**src/rtl/wino_pkg.sv**
```systemverilog
// Shared types and constants for the Winograd F(2x2,3x3) filter transform.
// Element widths, output modes and tile geometry.
package wino_pkg;
  localparam int WINO_W = 8;

  typedef logic signed [WINO_W-1:0] elem_t;
  typedef logic signed [WINO_W+3:0] wide_t;

  localparam int WINO_SCALED = 0;
  localparam int WINO_FLOOR  = 1;
  localparam int WINO_ROUND  = 2;

  localparam int TILE_IN  = 3;
  localparam int TILE_OUT = 4;
endpackage

```
**src/rtl/winograd_1d_transform.sv**
```systemverilog
// One-dimensional F(2,3) filter transform with the 1/2 factors scaled out.
// Maps (a,b,c) to (2a, a+b+c, a-b+c, 2c); two guard bits make it exact.
module winograd_1d_transform
  import wino_pkg::*;
#(
  parameter int IW = 8
) (
  input  logic signed [IW-1:0] a_i,
  input  logic signed [IW-1:0] b_i,
  input  logic signed [IW-1:0] c_i,
  output logic signed [IW+1:0] y0_o,
  output logic signed [IW+1:0] y1_o,
  output logic signed [IW+1:0] y2_o,
  output logic signed [IW+1:0] y3_o
);

  logic signed [IW+1:0] a;
  logic signed [IW+1:0] b;
  logic signed [IW+1:0] c;

  assign a = {{2{a_i[IW-1]}}, a_i};
  assign b = {{2{b_i[IW-1]}}, b_i};
  assign c = {{2{c_i[IW-1]}}, c_i};

  assign y0_o = a <<< 1;
  assign y1_o = a + b + c;
  assign y2_o = a - b + c;
  assign y3_o = c <<< 1;

endmodule

```
**src/rtl/winograd_filter_transform_pipe.sv**
```systemverilog
// Two-stage streaming Winograd F(2x2,3x3) filter transform with handshake.
// Stage1 holds the column transform, stage2 the converted 4x4 tile.
module winograd_filter_transform_pipe
  import wino_pkg::*;
#(
  parameter int W     = 8,
  parameter int OW    = 12,
  parameter int MODE  = 0,
  parameter int TAG_W = 4,
  parameter int CNT_W = 16
) (
  input  logic               clk,
  input  logic               rst,
  input  logic               in_valid,
  output logic               in_ready,
  input  logic [9*W-1:0]     in_filter,
  input  logic [TAG_W-1:0]   in_tag,
  output logic               out_valid,
  input  logic               out_ready,
  output logic [16*OW-1:0]   out_filter,
  output logic [TAG_W-1:0]   out_tag,
  output logic [CNT_W-1:0]   filter_count
);

  localparam int TW = W + 2;
  localparam int SW = W + 4;
  localparam int CW = W + 5;

  logic signed [TW-1:0] t_d [12];
  logic signed [TW-1:0] s1_t_q [12];
  logic signed [SW-1:0] s_w [16];
  logic [16*OW-1:0]     out_d;
  logic [16*OW-1:0]     out_q;
  logic [TAG_W-1:0]     s1_tag_q;
  logic [TAG_W-1:0]     s2_tag_q;
  logic                 s1_valid_q;
  logic                 s1_valid_d;
  logic                 s2_valid_q;
  logic                 s2_valid_d;
  logic [CNT_W-1:0]     cnt_q;
  logic [CNT_W-1:0]     cnt_d;
  logic                 s1_load;
  logic                 s2_load;

  // Column transform: each filter column becomes four T entries.
  for (genvar c = 0; c < TILE_IN; c++) begin : g_col
    winograd_1d_transform #(.IW(W)) u_col (
      .a_i  (in_filter[(0*3+c)*W +: W]),
      .b_i  (in_filter[(1*3+c)*W +: W]),
      .c_i  (in_filter[(2*3+c)*W +: W]),
      .y0_o (t_d[0*3+c]),
      .y1_o (t_d[1*3+c]),
      .y2_o (t_d[2*3+c]),
      .y3_o (t_d[3*3+c])
    );
  end

  // Row transform: each T row becomes one row of S = 4U.
  for (genvar r = 0; r < TILE_OUT; r++) begin : g_row
    winograd_1d_transform #(.IW(TW)) u_row (
      .a_i  (s1_t_q[r*3+0]),
      .b_i  (s1_t_q[r*3+1]),
      .c_i  (s1_t_q[r*3+2]),
      .y0_o (s_w[r*4+0]),
      .y1_o (s_w[r*4+1]),
      .y2_o (s_w[r*4+2]),
      .y3_o (s_w[r*4+3])
    );
  end

  // Scale by the selected mode, then clamp into the OW-bit range.
  function automatic logic [OW-1:0] conv(input logic signed [SW-1:0] s);
    logic signed [CW-1:0] e;
    logic signed [63:0]   v;
    logic signed [63:0]   hi;
    logic signed [63:0]   lo;
    e = {s[SW-1], s};
    if (MODE == WINO_FLOOR) begin
      e = e >>> 2;
    end else if (MODE == WINO_ROUND) begin
      e = e + CW'(2);
      e = e >>> 2;
    end
    v  = {{(64-CW){e[CW-1]}}, e};
    hi = (64'sd1 <<< (OW-1)) - 64'sd1;
    lo = -(64'sd1 <<< (OW-1));
    if (v > hi) v = hi;
    else if (v < lo) v = lo;
    return v[OW-1:0];
  endfunction

  // Output conversion feeding the stage2 register.
  always_comb begin
    out_d = '0;
    for (int k = 0; k < 16; k++) begin
      out_d[k*OW +: OW] = conv(s_w[k]);
    end
  end

  assign s2_load = !s2_valid_q || out_ready;
  assign s1_load = !s1_valid_q || s2_load;

  // Valid and counter next-state.
  always_comb begin
    s1_valid_d = s1_valid_q;
    s2_valid_d = s2_valid_q;
    cnt_d      = cnt_q;
    if (s1_load) s1_valid_d = in_valid;
    if (s2_load) s2_valid_d = s1_valid_q;
    if (s2_valid_q && out_ready) cnt_d = cnt_q + CNT_W'(1);
  end

  // Control state: stage valids and completed-filter counter.
  always_ff @(posedge clk) begin
    if (rst) begin
      s1_valid_q <= 1'b0;
      s2_valid_q <= 1'b0;
      cnt_q      <= '0;
    end else begin
      s1_valid_q <= s1_valid_d;
      s2_valid_q <= s2_valid_d;
      cnt_q      <= cnt_d;
    end
  end

  // Datapath registers only move on a real transfer into the stage.
  always_ff @(posedge clk) begin
    if (rst) begin
      for (int k = 0; k < 12; k++) s1_t_q[k] <= '0;
      s1_tag_q <= '0;
      out_q    <= '0;
      s2_tag_q <= '0;
    end else begin
      if (s1_load && in_valid) begin
        for (int k = 0; k < 12; k++) s1_t_q[k] <= t_d[k];
        s1_tag_q <= in_tag;
      end
      if (s2_load && s1_valid_q) begin
        out_q    <= out_d;
        s2_tag_q <= s1_tag_q;
      end
    end
  end

  assign in_ready     = !rst && s1_load;
  assign out_valid    = s2_valid_q && !rst;
  assign out_filter   = out_q;
  assign out_tag      = s2_tag_q;
  assign filter_count = cnt_q;

endmodule

```
**config.mk**
```make
export PLATFORM = sky130hd
export DESIGN_NAME = winograd_filter_transform_pipe
export DESIGN_NICKNAME = d
export VERILOG_FILES = /design/src/rtl/wino_pkg.sv /design/src/rtl/winograd_1d_transform.sv /design/src/rtl/winograd_filter_transform_pipe.sv
export SDC_FILE = /design/constraint.sdc
export NUM_CORES = 1
export LEC_CHECK = 0
export ABC_AREA = 1
export BUFFER_PORTS_ARGS = -buffer_cell sky130_fd_sc_hd__buf_2
export CAP_MARGIN = 20
export CORE_AREA = 2 2 252 254
export CTS_CLUSTER_DIAMETER = 100
export DETAILED_ROUTE_END_ITERATION = 12
export DIE_AREA = 0 0 254 256
export PLACE_DENSITY = 0.66
export SLEW_MARGIN = 20
export SYNTH_ARGS = -nofsm -noshare
export SYNTH_HDL_FRONTEND = slang
export SYNTH_HIERARCHICAL = 1
export SYNTH_SLANG_ARGS = --single-unit
```
**constraint.sdc**
```tcl
create_clock -name clk -period 3.4 [get_ports clk]
set_input_delay 0 -clock clk [delete_from_list [all_inputs] [get_ports clk]]
set_output_delay 0 -clock clk [all_outputs]
set_load 0.02 [all_outputs]
```
======== After elaboration in Yosys (flattened, before gate mapping) ========
Memories as Yosys holds them, arrays and structs flattened.
Cells that the tools add are included.
word-level totals
  bits in registers ....................... 218
  latch bits .............................. 0
  bits in writable memories ............... 120
  memory bits (read-only) ................. 0
  input port bits ......................... 80
  output and inout port bits .............. 214
  logic and storage cells ................. 139
  memories kept ........................... 1
cells by class
  $add $sub $neg .......................... 29
  multiply operators ...................... 0
  div/mod/pow operators ................... 0
  magnitude comparators ................... 32
  eq/ne operators ......................... 0
  shift operators ......................... 0
  muxes and demuxes ....................... 49
  bitwise logic cells ..................... 12
  reduce and logical (&&, ||, !) cells .... 10
memory list
  memory  depth  width  rd ports  clocked after memory_dff  write ports  line                                  source
  s1_t_q  12     10     12        0                         12           winograd_filter_transform_pipe.sv:30  logic signed [TW-1:0] s1_t_q [12];
operator list
  cell                                                           number
  2-to-1 mux 12 bit                                              32
  2-to-1 mux 10 bit                                              12
  adder 11 x 10 -> 12 bit                                        8
  > comparator 11 x 12 -> 1 bit (second input constant)          8
  > comparator 12 bit (second input constant)                    8
  less-than comparator 11 x 12 -> 1 bit (second input constant)  8
  less-than comparator 12 bit (second input constant)            8
  adder 9 x 8 -> 10 bit                                          6
  adder 10 x 10 -> 11 bit                                        4
  subtractor 10 x 10 -> 11 bit                                   4
  adder 8 x 8 -> 9 bit                                           3
  subtractor 8 x 8 -> 9 bit                                      3
  adder 16 x 1 -> 16 bit (second input constant)                 1
  OR 1 bit                                                       12
  logical AND 1 bit                                              5
  2-to-1 mux 1 bit                                               5
  zero test 1 bit                                                3
  logical OR 1 bit                                               2

======== Depth between registers and ports, before layout ========
  word-level depth ........................ 8
  depth in mapped cells ................... 15
  depth with buffers taken out ............ 15

======== Modules after synthesis ========
The synthesis kept the hierarchy.
modules (own cells, without submodules)
  module                                      times used  cells an instance  area an instance (um^2)  seq. area each (um^2)
  winograd_filter_transform_pipe              1           1,390              12,374.4                 7,967.6
  winograd_1d_transform (g_col[0].u_col ...)  3           222                1,451.4                  0.0
  winograd_1d_transform (g_row[0].u_row ...)  2           324                1,973.1                  0.0
  winograd_1d_transform (g_row[2].u_row ...)  2           324                1,968.1                  0.0

======== Worst setup path after synthesis ========
No wires, ideal clock.
  path type ............................... reg-to-reg
  start ................................... register s2_valid_q
  end ..................................... memory s1_t_q[0][0] (netlist bit), enable pin
  library setup time ...................... 1.068 ns
  data arrival time ....................... 2.653 ns
  required time ........................... 2.332 ns
  setup slack ............................. -0.321 ns
  cell stages (with the launch flop) ...... 4
  path buffers ............................ 0
  period minus slack after synthesis ...... 3.721 ns
  cell sequence ........................... dfxtp_1 -> nand3_1 -> nand2_1 -> nand2_1
RTL lines
  item                      line                                   source
  start: declaration        winograd_filter_transform_pipe.sv:38   logic s2_valid_q;
  start signal: assignment  winograd_filter_transform_pipe.sv:121  s2_valid_q <= s2_valid_d;
  end: declaration          winograd_filter_transform_pipe.sv:30

==> impl_metrics.env <==
export IMPL_slew_headroom=0.3143
export IMPL_drc=0
export IMPL_rsz0062_at_grt="false"
export IMPL_layout_cells_most_common="inv_1"
export IMPL_final_nets=3883
export IMPL_crit_path_end="out_filter[163]"
export IMPL_port_buffers=293
export IMPL_die_w_microns=254
export IMPL_yosys_warnings=6
export IMPL_layout_common_cells="inv_1, nor2_1, nand2_1"
export IMPL_coreArea_sq_um=62390
export IMPL_syn2layout_area_growth_pct=12.72
export IMPL_die_area_sq_um=65020
export IMPL_r2r_end="out_filter[163]"
export IMPL_num_rows=92
export IMPL_endpoint_kind="flip-flop"
export IMPL_fin_crit_sh=0.7646
export IMPL_htree_levels=2
export IMPL_route_met2_wl_microns=31140
export IMPL_status="finished, final reports clean"
export IMPL_timing_rr_start="s1_t_q[2][21]"
export IMPL_path_clk_slew_ns=0.06
export IMPL_wirelength_microns=66650
export IMPL_dp_hpwl_microns=51990
export IMPL_yosysTopAreaCell="dfxtp_1"
export IMPL_top_layer="met5"
export IMPL_clock_sinks=338
export IMPL_timing_setup_tns_ns=0
export IMPL_cts_buffer_depth=3
export IMPL_grt_pass1_vias=19080
export IMPL_yosys_area_share_simple=0.2305
export IMPL_slew_violations=0
export IMPL_path_max_fanout=3
export IMPL_final_util=0.4446
export IMPL_antenna_left=0
export IMPL_hold_class="in -> reg"
export IMPL_synth_fa_ha_area_frac=0.1825
export IMPL_power_density_cell_area_nw_per_um2=566.4
export IMPL_synth_xor_area_frac=0.02313
export IMPL_final_hold_viol_count=0
export IMPL_via_per_inst=4.497
export IMPL_met1_length_microns=30290
export IMPL_grt_max_degree=121
export IMPL_cpMaxStageDelayCell="fa_1"
export IMPL_p_leak_nw=15.07
export IMPL_insertion_delay_ns=0.57
export IMPL_antenna_found_initial=16
export IMPL_synthCells=3352
export IMPL_synth_seq_cells=338
export IMPL_drt_first_pass_iters=5
export IMPL_fmax_mhz=384.7
export IMPL_yosysUniqueCellTypes=32
export IMPL_wl_per_cell_microns=15.11
export IMPL_worst_path_most_repeated_cell="inv_1"
export IMPL_muxShareOfSynthArea=0
export IMPL_track_usage=0.2049
export IMPL_worstSetupStartpointType="flip-flop"
export IMPL_numCtsBuffers=42
export IMPL_cpPeakStageDelay_ns=0.49
export IMPL_critPathArrivalTime_ns=3.09
export IMPL_fin_crit_ns=2.600
export IMPL_finalClockSkew_ns=0.02270
export IMPL_critPathLaunch="s1_t_q[2][21]"
export IMPL_clock_root_buffer="clkbuf_16"
export IMPL_ys_seq_area_frac=0.3237
export IMPL_start_util=0.3945
export IMPL_report_final_setup_viol=0
export IMPL_cp_cell_sequence="inv_1 -> fa_1 -> inv_1 -> ha_1 -> inv_1 -> fa_1 -> inv_1 -> nand3_1 -> nand3_2 -> nand2_1 -> nand2_1 -> xor2_1 -> o21ai_0 -> nor2_1"
export IMPL_grt_pass1_wl_microns=104400
export IMPL_required_ns=3.89
export IMPL_met3_wirelength_microns=3785
export IMPL_overflow=0
export IMPL_synth_area_sq_um=24610
export IMPL_worstSetupPathType="reg -> reg"
export IMPL_via_count=19840
export IMPL_dr_first_iter_drc_count=1180
export IMPL_synth_top_family_by_area="simple AND/OR/NAND/NOR gates"
export IMPL_drive_gt1_frac=0.1189
export IMPL_gp_congestion=0.9214
export IMPL_ir_drop_v=0.0003535
export IMPL_synthTopCellsByArea="dfxtp_1, edfxtp_1, inv_1, fa_1, nor2_1"
export IMPL_die_h_microns=256
export IMPL_netlist_area_leader_share=0.1773
export IMPL_r2r_slack_ns=0.80
export IMPL_avgSynthCellArea_sq_um=7.342
export IMPL_synth_compound_area_frac=0.05938
export IMPL_max_cap_viol_count=0
export IMPL_cts_tree="done"
export IMPL_ff2ff_path_depth=14
export IMPL_io_pins=294
export IMPL_tightest_slew_ns=1.028
## flip-flops by register name, indices dropped and copies added, names as in the netlist
signal / cells
s1_tag_q: 4
out_tag: 4
s2_valid_q: 1
s1_t_q: 120
s1_valid_q: 1
out_filter: 192
filter_count: 16
## routing by layer
metal,GRT usage,vias to the layer above
li1,-,10210
met1,0.2706,9146
met2,0.3437,380
met3,0.04119,91
met4,0.04722,16
met5,0,-
## synthesized netlist by cell type, drive strengths merged
| library cell | instances |
|---|---|
| nor3 | 3 |
| nand2 | 558 |
| nand3 | 153 |
| o21bai | 1 |
| fa | 135 |
| clkbuf | 29 |
| edfxtp | 120 |
| buf | 213 |
| conb | 7 |
| ha | 143 |
| o21a | 6 |
| xor2 | 54 |
| nor2 | 643 |
| xnor2 | 11 |
| nand4 | 34 |
| inv | 740 |
| a21oi | 69 |
| or2 | 7 |
| dfxtp | 218 |
| o21ai | 208 |
## worst min-delay path by stage
| stage | from | to | slack [ns] | cells after the start |
|---|---|---|---|---|
| finish | in_filter[24] | s1_t_q[1][20] | 0.07 | 6 |
| global route | in_filter[24] | s1_t_q[1][20] | 0.09 | 6 |
| CTS | in_valid | s1_valid_q | 0.03 | 3 |
| detailed placement | in_tag[3] | s1_tag_q[3] | 0.24 | 3 |
| global placement | in_tag[0] | s1_tag_q[0] | 0.24 | 3 |
| floorplan | in_tag[3] | s1_tag_q[3] | 0.13 | 2 |
## through the flow
| stage | power (mW) | hold WS [ns] | area [sq um] | std cells | setup slack [ns] |
|---|---|---|---|---|---|
| finish | 15.71 | 0.07070 | 27740 | 4412 | 0.8004 |
| global route | 16.94 | 0.08879 | 27730 | 4409 | 0.5823 |
| CTS | 15.87 | 0.03380 | 27720 | 4404 | 0.7997 |
| detailed placement | 11.10 | 0.2383 | 25680 | 4267 | 0.8394 |
| global placement | 11.07 | 0.2382 | 25680 | 4267 | 0.8048 |
| floorplan | 9.618 | 0.1313 | 24640 | 3359 | 0.8865 |
## worst max-delay path: cells and delay by family, from the launching register on
kind / cells / cell delay [ns]
buffers and inverters: 4 / 0.36
AOI/OAI and AO/OA: 1 / 0.10
xor gates and xnor gates: 1 / 0.15
DFF: 1 / 0.42
and+or+nand+nor: 5 / 0.41
adders and majority gates: 3 / 1.08
## where the power goes
part	internal, mW	switching, mW
Sequential	4.59	0.232
Combinational	2.23	4.04
Clock	2.78	1.84
Total	9.60	6.11
## area by class of cell
type	instances	area [sq um]
fill	6519	34650
multi-input combinational	2039	12270
antenna	8	20.02
inverter	740	2788
tap	846	1059
clock buffer	57	1267
sequential	338	7968
clock inverter	20	171.4
timing repair buffer	364	2200
## logic make-up after synthesis
group,count (synthesis)
other,7
buffers and inverters,982
XOR/XNOR,65
AND/OR/NAND/NOR,1398
AO/OA/AOI/OAI,284
adder cells (fa/ha/maj),278
flip-flops,338
## what timing repair did
action | CTS | global route
endpoints found under the hold margin | 71 | 0
hold buffers | 60 | 0
resized for setup | 0 | 0
buffers inserted | 0 | 0
Note: power is estimated with default switching activity, not from simulation.
